## src/rtl/prn_phase_detector_if.sv

```systemverilog
// Sample/command bundle between the phase detector and its neighbours.
// The slave side is the detector; the master side feeds data and takes shift commands.
interface prn_phase_detector_if #(
   parameter int WIN_LEN = 64
);
   localparam int CW = $clog2(WIN_LEN + 1);

   logic          en;
   logic          din;
   logic          shift_right;
   logic          shift_left;
   logic          lock;
   logic [CW-1:0] prompt_cnt;

   modport master (
      output en,
      output din,
      input  shift_right,
      input  shift_left,
      input  lock,
      input  prompt_cnt
   );

   modport slave (
      input  en,
      input  din,
      output shift_right,
      output shift_left,
      output lock,
      output prompt_cnt
   );
endinterface

```

## src/rtl/prn_phase_detector.sv

```systemverilog
// Early/late PRBS7 correlating phase detector steering a delay line.
// Optional lock detector enabled by defining PRN_PD_LOCK_DETECT_EN.
module prn_phase_detector #(
   parameter int         WIN_LEN    = 64,
   parameter int         THRESH     = 4,
   parameter int         SETTLE_WIN = 1,
   parameter int         LOCK_ERR   = 2,
   parameter logic [6:0] SEED       = 7'h7F
) (
   input logic                  clk,
   input logic                  rst,
   prn_phase_detector_if.slave  bus
);
   localparam int CW = $clog2(WIN_LEN + 1);
   localparam int WW = $clog2(WIN_LEN);
   localparam logic [WW-1:0]  WIN_LAST = WW'(WIN_LEN - 1);
   localparam logic signed [CW:0] THR = (CW+1)'(THRESH);
   localparam logic [1:0]     SET_LAST = 2'(SETTLE_WIN);

   if (SEED == 7'h00 || LOCK_ERR < 0 || LOCK_ERR > WIN_LEN) begin : g_bad_cfg
      $error("prn_phase_detector: bad SEED or LOCK_ERR");
   end

   typedef enum logic {ACCUM, SETTLE} state_t;

   state_t        state, state_nx;
   logic [1:0]    settle_cnt, settle_cnt_nx;
   logic [6:0]    lfsr;
   logic [2:0]    hist;
   logic [WW-1:0] win_cnt;
   logic [CW-1:0] e_acc, p_acc, l_acc;
   logic [CW-1:0] e_fin, p_fin, l_fin;
   logic signed [CW:0] diff;
   logic          win_end;
   logic          dec_right, dec_left;

   assign win_end = bus.en && (win_cnt == WIN_LAST);

   // Final counts include the current sample so nothing is lost at the boundary.
   assign e_fin = e_acc + CW'(bus.din == hist[0]);
   assign p_fin = p_acc + CW'(bus.din == hist[1]);
   assign l_fin = l_acc + CW'(bus.din == hist[2]);
   assign diff  = $signed({1'b0, e_fin}) - $signed({1'b0, l_fin});

   always_ff @(posedge clk or negedge rst) begin
      if (!rst) begin
         lfsr           <= SEED;
         hist           <= '0;
         win_cnt        <= '0;
         e_acc          <= '0;
         p_acc          <= '0;
         l_acc          <= '0;
         bus.prompt_cnt <= '0;
      end else if (bus.en) begin
         lfsr <= {lfsr[5:0], lfsr[6] ^ lfsr[5]};
         hist <= {hist[1:0], lfsr[6]};
         if (win_end) begin
            win_cnt        <= '0;
            e_acc          <= '0;
            p_acc          <= '0;
            l_acc          <= '0;
            bus.prompt_cnt <= p_fin;
         end else begin
            win_cnt <= win_cnt + 1'b1;
            e_acc   <= e_fin;
            p_acc   <= p_fin;
            l_acc   <= l_fin;
         end
      end
   end

   always_ff @(posedge clk or negedge rst) begin
      if (!rst) begin
         state      <= ACCUM;
         settle_cnt <= '0;
      end else begin
         state      <= state_nx;
         settle_cnt <= settle_cnt_nx;
      end
   end

   // The window that completes the settle period is itself still suppressed.
   always_comb begin
      state_nx      = state;
      settle_cnt_nx = settle_cnt;
      if (win_end) begin
         unique case (state)
            ACCUM: begin
               if ((dec_right || dec_left) && SETTLE_WIN != 0) begin
                  state_nx      = SETTLE;
                  settle_cnt_nx = '0;
               end
            end
            SETTLE: begin
               settle_cnt_nx = settle_cnt + 2'd1;
               if (settle_cnt_nx == SET_LAST)
                  state_nx = ACCUM;
            end
         endcase
      end
   end

   always_comb begin
      dec_right = 1'b0;
      dec_left  = 1'b0;
      if (win_end && state == ACCUM) begin
         if (diff >= THR)
            dec_right = 1'b1;
         else if (diff <= -THR)
            dec_left = 1'b1;
      end
   end

   always_ff @(posedge clk or negedge rst) begin
      if (!rst) begin
         bus.shift_right <= 1'b0;
         bus.shift_left  <= 1'b0;
      end else begin
         bus.shift_right <= dec_right;
         bus.shift_left  <= dec_left;
      end
   end

`ifdef PRN_PD_LOCK_DETECT_EN
   logic prev_good, lock_q, good;

   assign good = p_fin >= CW'(WIN_LEN - LOCK_ERR);

   always_ff @(posedge clk or negedge rst) begin
      if (!rst) begin
         prev_good <= 1'b0;
         lock_q    <= 1'b0;
      end else if (win_end) begin
         prev_good <= good;
         lock_q    <= good && prev_good;
      end
   end

   assign bus.lock = lock_q;
`else
   assign bus.lock = 1'b0;
`endif

endmodule

```

## src/flat_wrapper.sv

```systemverilog
// flat-port wrapper written by rule: the top's interface ports become plain ports
module prn_phase_detector_flat 
#(
   parameter int         WIN_LEN    = 64,
   parameter int         THRESH     = 4,
   parameter int         SETTLE_WIN = 1,
   parameter int         LOCK_ERR   = 2,
   parameter logic [6:0] SEED       = 7'h7F
)
  (clk, rst, bus_en, bus_din, bus_shift_right, bus_shift_left, bus_lock, bus_prompt_cnt);
  prn_phase_detector_if #(.WIN_LEN(WIN_LEN)) bus_i ();
  input logic clk;
  input logic rst;
  input wire logic [$bits(bus_i.en)-1:0] bus_en;
  input wire logic [$bits(bus_i.din)-1:0] bus_din;
  output wire logic [$bits(bus_i.shift_right)-1:0] bus_shift_right;
  output wire logic [$bits(bus_i.shift_left)-1:0] bus_shift_left;
  output wire logic [$bits(bus_i.lock)-1:0] bus_lock;
  output wire logic [$bits(bus_i.prompt_cnt)-1:0] bus_prompt_cnt;
  assign bus_i.en = bus_en;
  assign bus_i.din = bus_din;
  assign bus_shift_right = bus_i.shift_right;
  assign bus_shift_left = bus_i.shift_left;
  assign bus_lock = bus_i.lock;
  assign bus_prompt_cnt = bus_i.prompt_cnt;
  prn_phase_detector #(.WIN_LEN(WIN_LEN), .THRESH(THRESH), .SETTLE_WIN(SETTLE_WIN), .LOCK_ERR(LOCK_ERR), .SEED(SEED)) u_core (.clk(clk), .rst(rst), .bus(bus_i));
endmodule
```

## config.mk

```make
export PLATFORM = sky130hd
export DESIGN_NAME = prn_phase_detector_flat
export DESIGN_NICKNAME = d
export VERILOG_FILES = /design/src/rtl/prn_phase_detector_if.sv /design/src/rtl/prn_phase_detector.sv /design/src/flat_wrapper.sv
export SDC_FILE = /design/constraint.sdc
export NUM_CORES = 1
export LEC_CHECK = 0
export CAP_MARGIN = 20
export CORE_UTILIZATION = 56
export CTS_BUF_LIST = sky130_fd_sc_hd__clkbuf_4 sky130_fd_sc_hd__clkbuf_8
export CTS_CLUSTER_DIAMETER = 50
export DETAILED_ROUTE_END_ITERATION = 10
export PLACE_DENSITY_LB_ADDON = 0.3
export SLEW_MARGIN = 20
export SYNTH_ARGS = -nofsm -noshare
export SYNTH_HDL_FRONTEND = slang
export SYNTH_SLANG_ARGS = --single-unit
```

## constraint.sdc

```tcl
create_clock -name clk -period 3.6 [get_ports clk]
set_clock_uncertainty 0.1 [all_clocks]
set_input_delay 1.08 -clock clk [delete_from_list [all_inputs] [get_ports clk]]
set_output_delay 1.08 -clock clk [all_outputs]
set_load 0.005 [all_outputs]
```

Word level (Yosys, flattened, before mapping)
Cells that the tools add are included.
- word-level logic and storage cells: 46
- register bits: 49
- input bits: 4
- reduce and logical (&&, ||, !) cells: 5
- multiplexer cells: 14
- equality and inequality tests: 6
- add/subtract/negate cells: 6
- bitwise operators: 2
- magnitude comparators: 2
- operators with widths (kind ; count):
    adder 7 x 1 -> 7 bit ; 3
    2-to-1 mux 7 bit ; 3
    greater-or-equal comparator 8 x 4 -> 1 bit, second input constant ; 1
    <= comparator 8 x 3 -> 1 bit, second input constant ; 1
    subtractor 7 x 7 -> 8 bit ; 1
    2-to-1 mux 1 bit ; 7
    adder 6 x 1 -> 6 bit, second input constant ; 1
    == test 6 bit, second input constant ; 1
    2-to-1 mux 6 bit ; 1
    one-hot mux 2 bit (2 select lines) ; 1
    AND reduction 2 bit ; 2
    == test 1 bit ; 3
    adder 2 x 1 -> 2 bit, second input constant ; 1
    == test 2 x 1 -> 1 bit, second input constant ; 1
    logical AND 1 bit ; 2
    2-to-1 mux 2 bit ; 1
    inequality test 2 x 1 -> 1 bit, second input constant ; 1
    one-hot mux 1 bit (2 select lines) ; 1
    logical OR 1 bit ; 1
    inverter 1 bit ; 1
    XOR 1 bit ; 1

Depth between registers and ports, before layout
Gate-level depths: netlist (run 1).
- depth after elaboration: 10
- depth in mapped cells: 13
- gate-level depth less buffers: 13

Least setup slack after synthesis (run 1)
OpenSTA, ideal clock, no wires.
- path type: input to register
- start point: input port bus_din
- end point: register u_core.state
- cell stages on the path: 13
- data arrival time: 3.866 ns
- setup slack: -0.485 ns
- path buffers: 0
- cell sequence: xnor2_1 -> ha_1 -> ha_1 -> nand3_1 -> xor2_1 -> inv_1 -> ha_1 -> or3_1 -> a221o_1 -> or4_1 -> nor2_1 -> a211oi_1 -> a21o_1
- longest elaborated chain between the ends: 10
- RTL lines (what ; line ; text):
    start: declaration ; flat_wrapper.sv:15 ; input wire logic [$bits(bus_i.din)-1:0] bus_din;
    == test 1 bit, on equally long branches ; prn_phase_detector.sv:40, prn_phase_detector.sv:42 ;
    adder 7 x 1 -> 7 bit, on equally long branches ; prn_phase_detector.sv:40, prn_phase_detector.sv:42 ;
    subtractor 7 x 7 -> 8 bit (*) ; prn_phase_detector.sv:43 ; assign diff = $signed({1'b0, e_fin}) - $signed({1'b0, l_fin});
    <= comparator 8 x 3 -> 1 bit ; prn_phase_detector.sv:109 ; else if (diff <= -THR)
    2-to-1 mux 1 bit ; prn_phase_detector.sv:109 ;
    2-to-1 mux 1 bit ; prn_phase_detector.sv:107 ; if (diff >= THR)
    2-to-1 mux 1 bit ; prn_phase_detector.sv:106 ; if (win_end && state == ACCUM) begin
    logical OR 1 bit (*) ; prn_phase_detector.sv:89 ; if ((dec_right || dec_left) && SETTLE_WIN != 0) begin
    2-to-1 mux 1 bit (*) ; prn_phase_detector.sv:89 ;
    one-hot mux 1 bit (2 select lines) (*) ; prn_phase_detector.sv:87 ; unique case (state)
    end signal: assignment ; prn_phase_detector.sv:77 ; state <= state_nx;
    end: declaration ; prn_phase_detector.sv:26 ; state_t state, state_nx;
Mark *: on every way between the ends. The rest lies on a longest branch, timed or not.
A chain may end at the register's enable or synchronous reset.

Final worst setup path (run 1)
- start point: input port bus_din
- end point: register u_core.settle_cnt[1]
- longest elaborated chain between the ends: 10
- RTL lines (what ; line ; text):
    == test 1 bit, on equally long branches ; prn_phase_detector.sv:40, prn_phase_detector.sv:42 ;
    adder 7 x 1 -> 7 bit, on equally long branches ; prn_phase_detector.sv:40, prn_phase_detector.sv:42 ;
    subtractor 7 x 7 -> 8 bit (*) ; prn_phase_detector.sv:43 ;
    <= comparator 8 x 3 -> 1 bit ; prn_phase_detector.sv:109 ;
    2-to-1 mux 1 bit ; prn_phase_detector.sv:109 ;
    2-to-1 mux 1 bit ; prn_phase_detector.sv:107 ;
    2-to-1 mux 1 bit ; prn_phase_detector.sv:106 ;
    logical OR 1 bit (*) ; prn_phase_detector.sv:89 ;
    inequality test 2 x 1 -> 1 bit (no source line) (*) ; -- ;
    AND reduction 2 bit (no source line) (*) ; -- ;
    end signal: assignment ; prn_phase_detector.sv:78 ; settle_cnt <= settle_cnt_nx;
    end: declaration ; prn_phase_detector.sv:27 ; logic [1:0] settle_cnt, settle_cnt_nx;
Marks and branches as above.

==> summary.md, run 1 <==
| Metric | Value |
|---|---|
| Outcome | `complete, but fails checks` |
| Failing checks | `negative setup slack` |
| Synth area leader | `dfrtp_1` |
| Crit path launch | `bus_din` |
| P&R area growth vs syn | `22.10%` |
| CP Data Required Time | `3.72 ns` |
| Yosys warnings | `0` |
| RR Startpoint | `u_core.hist[0]$_DFFE_PN0P_` |
| Largest net degree at the start of global routing | `48` |
| Synth Area per Inst | `9.609 um2` |
| Core region area | `4504 um2` |
| Crit-path max FO | `3` |
| Die area | `about 5100 um2` |
| Slew Viols, Final | `0` |
| Synth top area cells | `dfrtp_1, ha_1, dfstp_2` |
| Mapped Nets | `just over 300` |
| Mux cell area share after synthesis | `5.422%` |
| Seq/Total Area, Yosys | `45.74%` |
| Starting DRT DRC Count | `between 80 and 90` |
| Count of different cell masters after synthesis | `36` |
| Max-Slew Margin vs Limit | `63.57%` |
| Final core utilization | `73.19%` |
| Worst setup SP type | `input port` |
| Clock root cell | `clkbuf_8` |
| Via count | `about 2.1k` |
| Clock Sinks | `49` |
| Clock Latency Late Sink | `0.30 ns` |
| Total gr overflow | `0` |
| Initial Util | `about three fifths` |
| Hold-fix buffers, CTS | `0` |
| Share of cells above drive strength 1 | `23.46%` |
| Combinational family with the most area after synthesis | `simple AND/OR/NAND/NOR gates` |
| Yosys top cell area share | `38.92%` |
| CTS H-Tree Depth | `2` |
| Global-route wire length before repair | `8.935 mm` |
| Number of global-route vias before repair | `2015` |
| Residual DRC | `0` |
| Worst Reg-to-Reg Cells | `13` |
| Leak | `1.499 nW` |
| RSZ-0062 raised after global routing | `true` |
| Setup crit end kind | `flip-flop` |
| Setup slack after layout | `-0.3840 ns` |
| Fin crit share | `110.7%` |
| Simple-Gate Fraction of Synth Area | `15.62%` |
| I/O pin count | `14` |
| Fin nets | `~340` |
| Final WL | `5.182 mm` |
| First drt pass iteration count | `4` |
| Top FF cell, synth | `dfrtp_1` |
| DR WL/cell | `13.78 um` |
| Num CTS Buffers | `5` |
| Number of synthesized flops with an enable pin | `0` |
| Synth Instances | `around 280` |
| I/O Buffers | `12` |
| All-Layer GR Usage | `about 22%` |
| Complex-gate fraction of the synthesized area | `11.35%` |
| Reg2reg end | `u_core.settle_cnt[1]$_DFFE_PN0P_` |
| Vias per cell | `5.495` |
| Async set-reset flop share out of synthesis | `between 90% and 100%` |
| Initial antenna violation count | `0` |
| Final setup viols | `3` |
| Die Y | `between 70 and 80 um` |
| # diodes | `0` |
| Clock tree buffer depth | `2` |
| Die Wd | `approximately 71 um` |
| Worst slew pin tran | `0.5465 ns` |
| CTS tree | `built` |
| PwrDens | `919.3 nW/um2` |
| DP Wirelength | `3.607 mm` |
| Placer Congestion | `0.8145` |
| Max frequency | `around 250 MHz` |
| Hold Crit Class | `reg -> reg` |
| CP Capture Point | `u_core.settle_cnt[1]$_DFFE_PN0P_` |
| Yosys reg bits | `49` |
| Max-Cap Viols | `0` |
| Final ANT Viol Nets | `0` |
| Syn Std Cell Area | `2700 um2` |
| IR drop worst, VDD | `0.5617 mV` |
| R2R setup slack | `-0.02 ns` |
| Adder-cell share of the synthesized area | `8.156%` |
| Min Tclk post-route | `3.984 ns` |
| Final hold vios | `0` |
| # rows | `24` |
| Placement Cell Area | `3117 um2` |
| Clk pin slew, worst setup/hold paths | `0.09 ns` |
| Final instance area | `3297 um2` |
| Synth top cells by count | `dfrtp_1, nand2_1, o21ai_0, xnor2_1` |
| Xor/xnor share of the synthesized area | `9.407%` |
| Crit Path Category | `in -> reg` |
| Critical path data arrival time | `4.10 ns` |
| Top-count cell post-synth | `dfrtp_1` |
## how the worst min path moves through the flow
stage | start | endpoint | slack (ns) | cells after the start
after CTS | u_core.bus.prompt_cnt[5]$_DFFE_PN0P_ | u_core.bus.prompt_cnt[5]$_DFFE_PN0P_ | 0.39 | 2
after detailed placement | u_core.bus.prompt_cnt[5]$_DFFE_PN0P_ | u_core.bus.prompt_cnt[5]$_DFFE_PN0P_ | 0.37 | 2
after global placement | u_core.bus.prompt_cnt[1]$_DFFE_PN0P_ | u_core.bus.prompt_cnt[1]$_DFFE_PN0P_ | 0.36 | 2
after floorplan | u_core.settle_cnt[1]$_DFFE_PN0P_ | u_core.settle_cnt[1]$_DFFE_PN0P_ | 0.36 | 2
after global routing | u_core.bus.prompt_cnt[5]$_DFFE_PN0P_ | u_core.bus.prompt_cnt[5]$_DFFE_PN0P_ | 0.41 | 2
final | u_core.bus.prompt_cnt[5]$_DFFE_PN0P_ | u_core.bus.prompt_cnt[5]$_DFFE_PN0P_ | 0.38 | 2
## critical path, cell delays in order
cell,delay (ns)
buf_8,0.11
xnor2_4,0.12
ha_2,0.21
ha_4,0.17
xor2_2,0.14
ha_1,0.33
nor2b_4,0.14
o21a_1,0.21
or3_4,0.34
a221o_1,0.34
or4_1,0.53
nor2_2,0.11
a211oi_2,0.06
o31ai_1,0.23
## report_power, final
group          switching (mW)  internal [mW]
combinational           0.761          0.892
clock                   0.190          0.208
sequential              0.206          0.773
total                    1.16           1.87
## metrics by stage
step	total power, mW	TNS (ns)	hold WS [ns]	cells	setup WS [ns]
floorplan	1.940	-1.133	0.3570	281	-0.3919
global placement	2.434	-4.046	0.3586	366	-0.9794
detailed placement	2.512	-4.505	0.3691	366	-1.079
CTS	2.991	-1.034	0.3903	376	-0.3731
global route	3.278	-1.519	0.4086	376	-0.5623
finish	3.031	-1.077	0.3813	376	-0.3840
## layer usage
layer	vias to the layer above	wire (um)	track usage [%]
met1	984	2326	27.89
met2	30	2648	38.62
li1	1043	-	-
met4	0	74	6.889
met5	-	0	0
met3	9	132	4.219
## cell families after synthesis
family          count (synthesis)
other cells                     1
mux                            13
xor+xnor                       29
simple gates                   90
fa+ha+maj                      17
compound gates                 53
buf+inv                        29
flops                          49
## cell type report
type	instances	area, um2
multi-input combinational	203	1445
sequential	49	1235
fill	332	1207
timing repair buffer	45	367.9
clock inverter	3	43.79
tap	52	65.06
inverter	19	71.32
clock buffer	5	68.82
## repair_timing
item / CTS / global route
pin swaps: 11 / 9
gates resized for setup: 11 / 5
endpoints found under the setup margin: 5 / 5
buffers inserted: 2 / 1
## cells in the final DEF (no fill, tap or decap), types with 3 or more instances in the layout
cell type        count
a21oi_1              7
and3_1               7
buf_4               33
clkbuf_8             5
clkdlybuf4s50_1     10
dfrtp_1             42
dfstp_2              7
ha_1                12
inv_1               19
mux2_2              13
nand2_1             38
nand3_1             18
nand4_1              4
nor2_1               9
o21ai_0             29
o22ai_1              3
o31ai_1              5
xnor2_1             19
xor2_1               7
## flip-flops by register name, summed over array words and instances, names as in the netlist
name                    cells
u_core.p_acc                7
u_core.bus.prompt_cnt       7
u_core.lfsr                 7
u_core.win_cnt              6
u_core.state                1
u_core.bus.shift_right      1
u_core.settle_cnt           2
u_core.l_acc                7
u_core.e_acc                7
u_core.bus.shift_left       1
u_core.hist                 3
No activity file was read; power rests on OpenSTA's default activity.
==> run 2, diff against run 1 <==
--- a/config.mk
+++ b/config.mk
@@ -6,11 +6,13 @@
 export NUM_CORES = 1
 export LEC_CHECK = 0
 export CAP_MARGIN = 20
-export CORE_UTILIZATION = 56
+export CORE_ASPECT_RATIO = 0.8
+export CORE_UTILIZATION = 45
 export CTS_BUF_LIST = sky130_fd_sc_hd__clkbuf_4 sky130_fd_sc_hd__clkbuf_8
 export CTS_CLUSTER_DIAMETER = 50
 export DETAILED_ROUTE_END_ITERATION = 10
 export PLACE_DENSITY_LB_ADDON = 0.3
+export RECOVER_POWER = 25
 export SLEW_MARGIN = 20
 export SYNTH_ARGS = -nofsm -noshare
 export SYNTH_HDL_FRONTEND = slang
==> run 2 against run 1 <==
Compared with the run above:
- the run still ends with negative setup slack left
- global-route usage is 3.5 points lower
- final area is 3.3% higher
- sequential power is 0.5% higher
- critical path type unchanged
- highest routed layer unchanged
==> summary.md, run 2 (synthesis results as in run 1) <==
| Metric | Value |
|---|---|
| Outcome | `complete, but fails checks` |
| Failing checks | `negative setup slack` |
| Clock Latency Late Sink | `0.30 ns (about the same)` |
| CTS tree | `built` |
| Slew Viols, Final | `0 (unchanged)` |
| Fin nets | `345 (+0.29%)` |
| Max-Cap Viols | `0 (unchanged)` |
| Crit Path Category | `in -> reg` |
| RR Startpoint | `u_core.hist[0]$_DFFE_PN0P_` |
| Setup TNS | `-1.008 ns (+0.06901 ns)` |
| Hold path endpoint | `u_core.bus.prompt_cnt[6]$_DFFE_PN0P_` |
| Residual DRC | `0 (unchanged)` |
| Num CTS Buffers | `5 (unchanged)` |
| Reg2reg end | `u_core.settle_cnt[0]$_DFFE_PN0P_` |
| Share of cells above drive strength 1 | `25.23% (+1.8 points)` |
| Total gr overflow | `0 (unchanged)` |
| Fin crit share | `109.7% (-0.99 points)` |
| CP Data Required Time | `3.71 ns (about the same)` |
| Final core utilization | `60.67% (-13 points)` |
| Clock tree buffer depth | `2 (unchanged)` |
| Max-Slew Margin vs Limit | `19.33% (-44 points)` |
| Crit path launch | `bus_din` |
| Critical path data arrival time | `4.06 ns (-0.04 ns)` |
| Final WL | `5.358 mm (+3.4%)` |
| IR drop worst, VDD | `0.5936 mV (+5.7%)` |
| Most frequent cells in the layout | `dfrtp_1, nand2_1, buf_4, o21ai_0, inv_1` |
| Inst Count DP | `390 (+6.6%)` |
| DR WL/cell | `13.30 um (-3.5%)` |
| Placer Congestion | `0.7900 (-3.0%)` |
| Worst Min Path Start | `u_core.bus.prompt_cnt[6]$_DFFE_PN0P_` |
| Hold Crit Class | `reg -> reg` |
| CTS H-Tree Depth | `2 (unchanged)` |
| Initial Util | `48.08% (-12 points)` |
| Via count | `2063 (-0.15%)` |
| Setup crit end kind | `flip-flop` |
| Setup slack after layout | `-0.3484 ns (+0.03563 ns)` |
| Clk pin slew, worst setup/hold paths | `0.09 ns (about the same)` |
| P&R area growth vs syn | `26.18%` |
| RSZ-0062 raised after global routing | `true` |
| Die Wd | `88.61 um (+24%)` |
| Final setup viols | `3 (unchanged)` |
| Clock Sinks | `49 (unchanged)` |
| All-Layer GR Usage | `18.65% (-3.5 points)` |
| # rows | `24 (unchanged)` |
| Fin cells | `403 (+7.2%)` |
| Crit-path max FO | `3 (unchanged)` |
| Min Tclk post-route | `3.948 ns (-0.03563 ns)` |
| Placement Cell Area | `3134 um2 (+0.56%)` |
| DP Wirelength | `3.826 mm (+6.1%)` |
| PwrDens | `918.5 nW/um2 (about the same)` |
| First drt pass iteration count | `4 (unchanged)` |
| Hold-fix buffers, CTS | `0 (unchanged)` |
| Final instance area | `3407 um2 (+3.3%)` |
| Most common cell after layout, fill and taps aside | `dfrtp_1` |
| I/O Buffers | `12 (unchanged)` |
| Leak | `1.518 nW (+1.3%)` |
| Dpl ws | `-1.114 ns (-0.03453 ns)` |
| # diodes | `0 (unchanged)` |
| Worst Reg-to-Reg Cells | `13 (unchanged)` |
| Die area | `6316 um2 (+24%)` |
| Final hold vios | `0 (unchanged)` |
| Die Y | `71.28 um (-0.22%)` |
| I/O pin count | `14 (unchanged)` |
| Worst setup SP type | `input port` |
| Number of global-route vias before repair | `1972 (-2.1%)` |
| Vias per cell | `5.119 (-6.8%)` |
| Initial antenna violation count | `0 (unchanged)` |
| Largest net degree at the start of global routing | `48 (unchanged)` |
| R2R setup slack | `0.04 ns (+0.06 ns)` |
| Global-route wire length before repair | `9.101 mm (+1.9%)` |
| Worst slew pin tran | `1.210 ns (+0.6635 ns)` |
| Hold Path Depth | `2 (unchanged)` |
| Core region area | `5615 um2 (+25%)` |
| Starting DRT DRC Count | `55 (-38%)` |
| Final ANT Viol Nets | `0 (unchanged)` |
| Max frequency | `253.3 MHz (+0.90%)` |
| Clock root cell | `clkbuf_8` |
-- run 2: changes by cell type in the layout (fill, tap and decap cells not counted), moves of 2 or more --
| cell | previous run | this run |
|---|---|---|
| o21ai_1 | 0 | 2 |
| clkbuf_1 | 0 | 2 |
| ha_4 | 2 | 4 |
| ha_1 | 12 | 10 |
-- run 2: worst max-delay path: stages --
cell and delay (ns):
buf_12 0.11, xnor2_4 0.12, ha_2 0.20, ha_4 0.16, xor2_2 0.13, ha_1 0.34, buf_6 0.13, o21a_1 0.10
or3_4 0.37, a221o_1 0.36, or4_1 0.51, nor2_1 0.13, a211oi_2 0.09, o31ai_1 0.22
-- run 2: worst max path at each step --
stage | to | slack, ns
3_5_place_dp | u_core.settle_cnt[1]$_DFFE_PN0P_ | -1.11
5_1_grt | u_core.settle_cnt[0]$_DFFE_PN0P_ | -0.44
4_1_cts | u_core.settle_cnt[1]$_DFFE_PN0P_ | -0.47
6_report | u_core.settle_cnt[0]$_DFFE_PN0P_ | -0.35
3_3_place_gp | u_core.state$_DFFE_PN0P_ | -1.0
2_1_floorplan | u_core.state$_DFFE_PN0P_ | -0.39
-- run 2: routing by layer --
metal | wire length, um | vias up | track usage [%] | share of wire, %
li1 | - | 1049 | - | -
met1 | 2666 | 969 | 25.92 | 50
met2 | 2415 | 36 | 30.09 | 45
met3 | 192 | 9 | 3.456 | 3.6
met4 | 84 | 0 | 5.018 | 1.6
met5 | 0 | - | 0 | 0
-- run 2: area by class of cell --
class                      count  area, um2
clock buffer                   7      90.09
timing repair buffer          46      379.1
sequential                    49       1235
inverter                      19      71.32
fill                         469       2208
clock inverter                 1      30.03
multi-input combinational    203       1504
tap                           78      97.59
-- run 2: what timing repair did --
item	in CTS	in global routing
resized for setup	12	15
endpoints found under the hold margin	0	0
endpoints found under the setup margin	5	4
pin swaps	11	18
setup buffers	3	3
-- run 2: stage by stage --
stage	power, mW	hold WS, ns
2_1_floorplan	1.940	0.3570
3_3_place_gp	2.395	0.3600
3_5_place_dp	2.457	0.3691
4_1_cts	2.972	0.3895
5_1_grt	3.397	0.4138
6_report	3.129	0.3825
-- run 2: where the power goes --
group | internal [mW] | total (mW) | switching (mW)
Sequential | 0.773 | 0.984 | 0.210
Combinational | 0.949 | 1.73 | 0.782
Clock | 0.234 | 0.415 | 0.181
